--- src/rtl/dm_access_ctrl.sv ---
// dm_access_ctrl
//   Load/store sequencer between the MEM stage and a word-only data memory.
//   Byte/half/word loads and stores are turned into word accesses. Sub-word
//   stores are done as read-modify-write. Misaligned, illegal-size and
//   out-of-range requests return err=1 without any memory activity.
//
// Ports
//   clk, rst        : clock, synchronous active-high reset
//   req_*           : request handshake (valid/ready), we, size, signed,
//                     byte address, right-justified store data
//   resp_*          : single-cycle completion pulse with load data and error
//   mem_*           : word address, read/write strobes, write word, and the
//                     combinational read word returned by the memory
module dm_access_ctrl #(
  parameter int MEM_BYTES = 1024
) (
  input  logic        clk,
  input  logic        rst,
  input  logic        req_valid,
  output logic        req_ready,
  input  logic        req_we,
  input  logic [1:0]  req_size,
  input  logic        req_signed,
  input  logic [31:0] req_addr,
  input  logic [31:0] req_wdata,
  output logic        resp_valid,
  output logic [31:0] resp_rdata,
  output logic        resp_err,
  output logic [31:0] mem_addr,
  output logic        mem_ctrl_r,
  output logic        mem_ctrl_w,
  output logic [31:0] mem_wdata,
  input  logic [31:0] mem_rdata
);

  localparam logic [31:0] LP_LIMIT = 32'(MEM_BYTES);

  typedef enum logic [1:0] {
    IDLE = 2'd0,
    RD   = 2'd1,
    WR   = 2'd2,
    RESP = 2'd3
  } state_t;

  state_t      r_state;

  // Request fields captured at accept. Only the lane offset of the address
  // is kept; the word address already lives in r_mem_addr.
  logic        r_we;
  logic [1:0]  r_size;
  logic        r_signed;
  logic [1:0]  r_lane;
  logic [15:0] r_wdata;

  logic        r_resp_valid;
  logic [31:0] r_resp_rdata;
  logic        r_resp_err;
  logic [31:0] r_mem_addr;
  logic        r_mem_ctrl_r;
  logic        r_mem_ctrl_w;
  logic [31:0] r_mem_wdata;

  logic        w_fault;
  logic [31:0] w_word_addr;
  logic [7:0]  w_byte;
  logic [15:0] w_half;
  logic [31:0] w_load;
  logic [3:0]  w_byte_en;
  logic [31:0] w_wdata_rep;
  logic [31:0] w_merge;

  assign w_word_addr = {req_addr[31:2], 2'b00};

  // Fault check on the live request (only acted on in IDLE).
  always_comb begin
    w_fault = 1'b0;
    case (req_size)
      2'b01:   w_fault = req_addr[0];
      2'b10:   w_fault = |req_addr[1:0];
      2'b11:   w_fault = 1'b1;
      default: w_fault = 1'b0;
    endcase
    if (req_addr >= LP_LIMIT) begin
      w_fault = 1'b1;
    end
  end

  // Load lane select and extension from the word read in RD.
  always_comb begin
    w_byte = mem_rdata[7:0];
    case (r_lane)
      2'd0:    w_byte = mem_rdata[7:0];
      2'd1:    w_byte = mem_rdata[15:8];
      2'd2:    w_byte = mem_rdata[23:16];
      default: w_byte = mem_rdata[31:24];
    endcase
    w_half = r_lane[1] ? mem_rdata[31:16] : mem_rdata[15:0];
    case (r_size)
      2'b00:   w_load = {{24{r_signed & w_byte[7]}}, w_byte};
      2'b01:   w_load = {{16{r_signed & w_half[15]}}, w_half};
      default: w_load = mem_rdata;
    endcase
  end

  // Sub-word store merge: replicate the store data across the word so every
  // lane already holds the right bits, then pick per byte between the new
  // data and the old word read in RD.
  always_comb begin
    if (r_size == 2'b00) begin
      w_byte_en   = 4'b0001 << r_lane;
      w_wdata_rep = {4{r_wdata[7:0]}};
    end else begin
      w_byte_en   = r_lane[1] ? 4'b1100 : 4'b0011;
      w_wdata_rep = {2{r_wdata}};
    end
  end

  genvar gi;
  generate
    for (gi = 0; gi < 4; gi++) begin : g_lane
      assign w_merge[8*gi +: 8] = w_byte_en[gi] ? w_wdata_rep[8*gi +: 8]
                                                : mem_rdata[8*gi +: 8];
    end
  endgenerate

  always_ff @(posedge clk) begin
    if (rst) begin
      r_state      <= IDLE;
      r_we         <= 1'b0;
      r_size       <= 2'b00;
      r_signed     <= 1'b0;
      r_lane       <= 2'b00;
      r_wdata      <= 16'h0;
      r_resp_valid <= 1'b0;
      r_resp_rdata <= 32'h0;
      r_resp_err   <= 1'b0;
      r_mem_addr   <= 32'h0;
      r_mem_ctrl_r <= 1'b0;
      r_mem_ctrl_w <= 1'b0;
      r_mem_wdata  <= 32'h0;
    end else begin
      case (r_state)
        IDLE: begin
          r_resp_valid <= 1'b0;
          r_resp_rdata <= 32'h0;
          r_resp_err   <= 1'b0;
          r_mem_addr   <= 32'h0;
          r_mem_ctrl_r <= 1'b0;
          r_mem_ctrl_w <= 1'b0;
          r_mem_wdata  <= 32'h0;
          if (req_valid) begin
            r_we     <= req_we;
            r_size   <= req_size;
            r_signed <= req_signed;
            r_lane   <= req_addr[1:0];
            r_wdata  <= req_wdata[15:0];
            if (w_fault) begin
              r_resp_valid <= 1'b1;
              r_resp_err   <= 1'b1;
              r_state      <= RESP;
            end else if (req_we && (req_size == 2'b10)) begin
              // Full-word store needs no old data: write straight away.
              r_mem_addr   <= w_word_addr;
              r_mem_ctrl_w <= 1'b1;
              r_mem_wdata  <= req_wdata;
              r_state      <= WR;
            end else begin
              r_mem_addr   <= w_word_addr;
              r_mem_ctrl_r <= 1'b1;
              r_state      <= RD;
            end
          end
        end
        RD: begin
          r_mem_ctrl_r <= 1'b0;
          if (r_we) begin
            // mem_addr is held for the write of the merged word.
            r_mem_ctrl_w <= 1'b1;
            r_mem_wdata  <= w_merge;
            r_state      <= WR;
          end else begin
            r_mem_addr   <= 32'h0;
            r_resp_rdata <= w_load;
            r_resp_valid <= 1'b1;
            r_state      <= RESP;
          end
        end
        WR: begin
          r_mem_addr   <= 32'h0;
          r_mem_ctrl_w <= 1'b0;
          r_mem_wdata  <= 32'h0;
          r_resp_valid <= 1'b1;
          r_state      <= RESP;
        end
        default: begin
          r_resp_valid <= 1'b0;
          r_resp_rdata <= 32'h0;
          r_resp_err   <= 1'b0;
          r_state      <= IDLE;
        end
      endcase
    end
  end

  assign req_ready  = (r_state == IDLE);
  assign resp_valid = r_resp_valid;
  assign resp_rdata = r_resp_rdata;
  assign resp_err   = r_resp_err;
  assign mem_addr   = r_mem_addr;
  assign mem_ctrl_r = r_mem_ctrl_r;
  // The write strobe is gated by rst so that a reset landing in WR can never
  // commit a half-finished read-modify-write.
  assign mem_ctrl_w = r_mem_ctrl_w & ~rst;
  assign mem_wdata  = r_mem_wdata;

endmodule

--- config.mk ---
export PLATFORM = sky130hd
export DESIGN_NAME = dm_access_ctrl
export DESIGN_NICKNAME = d
export VERILOG_FILES = /design/src/rtl/dm_access_ctrl.sv
export SDC_FILE = /design/constraint.sdc
export NUM_CORES = 1
export LEC_CHECK = 0
export BUFFER_PORTS_ARGS = -buffer_cell sky130_fd_sc_hd__buf_2
export CAP_MARGIN = 10
export CORE_UTILIZATION = 45
export CTS_CLUSTER_SIZE = 12
export DETAILED_ROUTE_END_ITERATION = 12
export GPL_TIMING_DRIVEN = 0
export HOLD_SLACK_MARGIN = 0.02
export PLACE_DENSITY = 0.86
export SYNTH_ARGS = -nofsm -noshare
export SYNTH_HDL_FRONTEND = slang
export SYNTH_SLANG_ARGS = --single-unit
--- constraint.sdc ---
create_clock -name clk -period 2.3 [get_ports clk]
set_clock_uncertainty 0.2 [all_clocks]
set_input_delay 0.23 -clock clk [delete_from_list [all_inputs] [get_ports clk]]
set_output_delay 0.23 -clock clk [all_outputs]
set_load 0.02 [all_outputs]
# After elaboration in Yosys (flattened, before gate mapping)
# Index checks and enable logic that the tools add are counted.
# word_totals
ff_bits	124
out_inout_bits	101
# classes
bitwise_logic	5
n_shift	1
n_mux	42
magnitude_cmp	1
eq_ne	11
n_reduce_logical	12
# ops
op	count
32-bit 2-to-1 mux	9
32-bit one-hot mux with 3 select lines	2
32-bit one-hot mux with 2 select lines	2
32-bit by 11-bit >= comparator with 1-bit output (second input constant)	1
8-bit 2-to-1 mux	4
8-bit one-hot mux with 3 select lines	1
16-bit 2-to-1 mux	1
1-bit 2-to-1 mux	12
1-bit one-hot mux with 3 select lines	3
2-bit by 1-bit == test with 1-bit output (second input constant)	4
2-bit == test (second input constant)	4
4-bit 2-to-1 mux	2
2-bit AND reduction	4
2-bit zero test	3
2-bit 2-to-1 mux	3
2-bit inequality test (second input constant)	3
2-bit one-hot mux with 3 select lines	1
1-bit one-hot mux with 2 select lines	2
2-bit OR reduction	2
1-bit by 2-bit << shifter with 4-bit output (first input constant)	1
1-bit bitwise AND	3
3-bit nonzero test	1
1-bit inverter	2
2-bit nonzero test	1
1-bit logical AND	1

# Depth between registers and ports, before layout
# depth
word_depth	6
depth_mapped	9
depth_no_buf	6

# Least setup slack after synthesis
# OpenSTA, ideal clock, no wires.
# synth_timing
path_type	flip-flop to flip-flop
startpoint	register r_state[0]
endpoint	register r_mem_ctrl_w
setup_time_ns	0.088
required_time_ns	2.012
setup_slack_ns	-0.024
n_path_buf	2
path_stages_with_launch	9
arrival_time_ns	2.036
period_less_slack_ns	2.324
path_cell_list	dfxtp_1 -> inv_1 -> ha_1 -> nor2b_1 -> clkbuf_1 -> nand2_1 -> or4_1 -> buf_6 -> a311oi_2
# synth_between
elab_chain_cells	3
word_cells_on_any_way	7
# synth_lines
element	line_no	text
from (decl)	45	state_t r_state;
from (signal assigned)	128	r_state <= IDLE;
from (signal assigned)	160	r_state <= RESP;
from (signal assigned)	166	r_state <= WR;
2-bit by 1-bit == test with 1-bit output, or another cell as far along	142	case (r_state)
2-bit inequality test (no line) or 3-bit nonzero test (tied branches)	-	
2-bit AND reduction (no line)	-	
to (signal assigned)	139	r_mem_ctrl_w <= 1'b0;
to (signal assigned)	149	r_mem_ctrl_w <= 1'b0;
to (signal assigned)	164	r_mem_ctrl_w <= 1'b1;
to (decl)	60	logic r_mem_ctrl_w;
# Parallel ways exist; a longest one is shown, timed or not.
# A chain may end at the register's enable or synchronous reset.

# Worst setup path after layout
# layout_timing
startpoint	register r_state[1]
endpoint	register r_mem_wdata[11], in the netlist mem_wdata[11]
# layout_between
elab_chain_cells	3
word_cells_on_any_way	7
# layout_lines
element	line_no	text
2-bit by 1-bit == test with 1-bit output, or another cell as far along	142	
2-bit inequality test (no line) or 3-bit nonzero test (tied branches)	-	
2-bit AND reduction (no line)	-	
to (signal assigned)	165	r_mem_wdata <= req_wdata;
to (signal assigned)	179	r_mem_wdata <= w_merge;
to (decl)	61	logic [31:0] r_mem_wdata;
# Parallel ways exist; a longest one is shown, timed or not.

==> reports/results.ini <==
[outcome]
status = finished, violations left
violations = setup timing

[grt]
grt_max_degree = 17
grt-ovfl-total = 0
grt_pass1_wl_mm = 33.48
grt_usage_pct = 33.22
antenna_found_initial = 0
grt_pass1_vias = 6490

[clock_network]
worst_skew_pair.late_latency_ns = 0.42
cts_tree = done
clk_path_buf_depth = 2
clock-sinks = 122
cts_root_buf = clkbuf_16
cts_buffers = 17
path_clk_slew_ns = 0.06
htree_num_levels = 4

[cells_and_area]
final_area_um2 = 8437
area_growth_syn_to_layout_pct = 47.52
fillers = 901
postLayoutCoreUtil_pct = 69.09
nets = 1041
drive_gt1_share_pct = 32.66
antenna_cells = 0

[floorplan]
core_um2 = 12210
rows = 40
die-area_um2 = 13160
die_y_um = 114.7
initial_core_util_pct = 46.83
pin_count = 204
die_x_um = 114.7

[timing]
setup_viol = 3
fmax_ghz = 0.4261
worst_pin_slew_ns = 0.9187
report.final.slew_viol_count = 0
finalHoldViolCount = 0
fin_crit_sh_pct = 102.0
setup_ws_ns = -0.04684
setup_tns_ns = -0.07424
worst_slew_margin_rel_pct = 38.29
rsz0062_at_grt = true
min_period_ns = 2.347

[worst_setup_path]
crit_fanout = 10
cp_slowest_cell = a221oi_1
path_buf_inv = 2
cpPeakStageDelay_ns = 0.48
path_cells = inv_2 > ha_2 > nand2b_1 > nand2b_1 > clkbuf_1 > a221oi_1 > o22ai_1
start_kind = flop
worst-setup-path-type = flop to flop
arrival_ns = 2.44
critPathTopFamily = compound AO/OA/AOI/OAI gates
r2r_slack_ns = -0.05
crit_required_ns = 2.39
end_kind = flop
crit_top_cell = nand2b_1

[logic_synthesis]
async_reset_ff_share_pct = 0
syn-cell-area_um2 = 5719
synthTopCellsByArea = dfxtp_1 (43%), a21oi_1 (5.9%), a221oi_1 (5.1%)
ys_top_cells_by_count = dfxtp_1 (122), a21oi_1 (67), nand2_1 (61)
yosysMostFrequentCell = dfxtp_1
synth_cell_types = 61
synth-edff-count = 0
synth_top_cell_area_share_pct = 42.70
yosysSeqAreaShare_pct = 42.70
synth_top_cell_by_area = dfxtp_1
avgSynthCellArea_um2 = 8.881
ys_ff_latch = 122
yosysWarnings = 0
postSynthCellCount = 644
synth_ff_type = dfxtp_1

[route]
drtIter0Drc = 1072
postRouteAntennaNets = 0
drt-wirelength-per-cell_um = 20.60
drc_errors = 0
vias = 7033
dr.pass1.iters = 12
totalWireLength_mm = 22.95
viasPerCell = 6.313

[place]
place.gp.congestion = 0.9583
dpl_cell_area_um2 = 6940
hpwlAfterDp_mm = 14.32
io_buffers = 201
dp_slack_ns = -0.3696

[run]
maxCapViolations = 0

[pwr]
total_power_uw = 9693
powerDensity_nw_per_um2 = 1149
ir_worst_vdd_uv = 582.5
leakage_uw = 0.003525

[worst_hold_path]
hold_class = input port to flop

-- final timing paths --
kind | from | to | cells after the start
worst max-delay path | r_state[1] | mem_wdata[11] | 7
worst min-delay path | mem_rdata[1] | mem_wdata[1] | 3
worst max register to register | r_state[1] | mem_wdata[11] | 7
worst min register to register | mem_addr[10] | mem_addr[10] | 1
-- cells by family after synthesis --
family | Yosys count | share of synthesized area, %
other | 1 | 0.06557
AO/OA/AOI/OAI | 257 | 31.04
multiplexers | 14 | 2.844
buffers and inverters | 63 | 4.747
adder cells (fa/ha/maj) | 5 | 1.094
flip-flops | 122 | 42.70
AND/OR/NAND/NOR | 182 | 17.50
-- timing repair --
item	in CTS	in global routing
endpoints found under the setup margin	54	59
hold buffers	65	0
pin swaps	0	1
endpoints found under the hold margin	78	0
resized for setup	28	32
cloned	0	0
setup buffers	0	4
-- per-layer routing --
metal  part of all wire, %  track usage [%]
met4                   8.0            23.03
met3                    13            10.23
met1                    35            39.29
met2                    44            51.80
met5                     0                0
-- registers in the layout (all words and copies together) (netlist names) --
| name | flops |
|---|---|
| r_we | 1 |
| r_size | 2 |
| mem_ctrl_r | 1 |
| resp_valid | 1 |
| resp_rdata | 32 |
| mem_wdata | 32 |
| r_lane | 2 |
| mem_addr | 30 |
| r_signed | 1 |
| r_mem_ctrl_w | 1 |
| r_state | 2 |
| r_wdata | 16 |
| resp_err | 1 |
-- worst register-to-register path, stage by stage (launching register included) --
cell and delay, ns:
dfxtp_2 0.36, inv_2 0.07, ha_2 0.24, nand2b_1 0.26, nand2b_1 0.18, clkbuf_1 0.29, a221oi_1 0.49, o22ai_1 0.14
-- stage by stage --
step	cells	hold slack [ns]
4_1_cts	1111	0.02277
5_1_grt	1114	0.04036
6_report	1114	0.02528
2_1_floorplan	645	0.1660
3_5_place_dp	1014	0.2381
3_3_place_gp	1014	0.2362
-- power by group --
| part | switching [µW] | total, µW | internal [µW] |
|---|---|---|---|
| clock network | 1040 | 2850 | 1820 |
| registers | 313 | 2810 | 2500 |
| logic | 2610 | 4030 | 1410 |
| total | 3960 | 9690 | 5730 |
-- cells in the final DEF (no fill, tap or decap), types with 4 or more instances in the layout --
master and instances:
nor2b_1 11, dfxtp_1 120, a221oi_1 24, buf_2 206
or4_1 8, nor2_1 21, nand2b_1 6, o22ai_1 29
and2_1 23, or3_1 9, a21oi_1 62, clkbuf_16 17
mux2_2 8, a221oi_2 9, nand2_1 60, buf_4 7
a32o_1 8, o21ai_0 23, a21oi_2 4, a22o_1 6
o21a_1 4, clkinvlp_4 5, o31ai_1 8, mux2i_1 5
clkbuf_1 36, bufinv_16 4, o211ai_1 25, a211o_1 8
nand3_1 10, clkbuf_2 6, a22oi_1 16, a211oi_1 9
and3b_1 8, dlygate4sd3_1 65
-- final cells by class --
class | instances | area [µm²] | share of cell area [%]
Clock inverter | 14 | 197.7 | 2.343
Sequential cell | 122 | 2447 | 29.01
Tap cell | 168 | 210.2 | 2.491
Inverter | 7 | 26.28 | 0.3114
Buffer | 55 | 265.3 | 3.144
Multi-Input combinational cell | 460 | 3174 | 37.62
Timing Repair Buffer | 270 | 1687 | 19.99
Clock buffer | 18 | 429.2 | 5.087
Note: power is estimated with default switching activity, not from simulation.
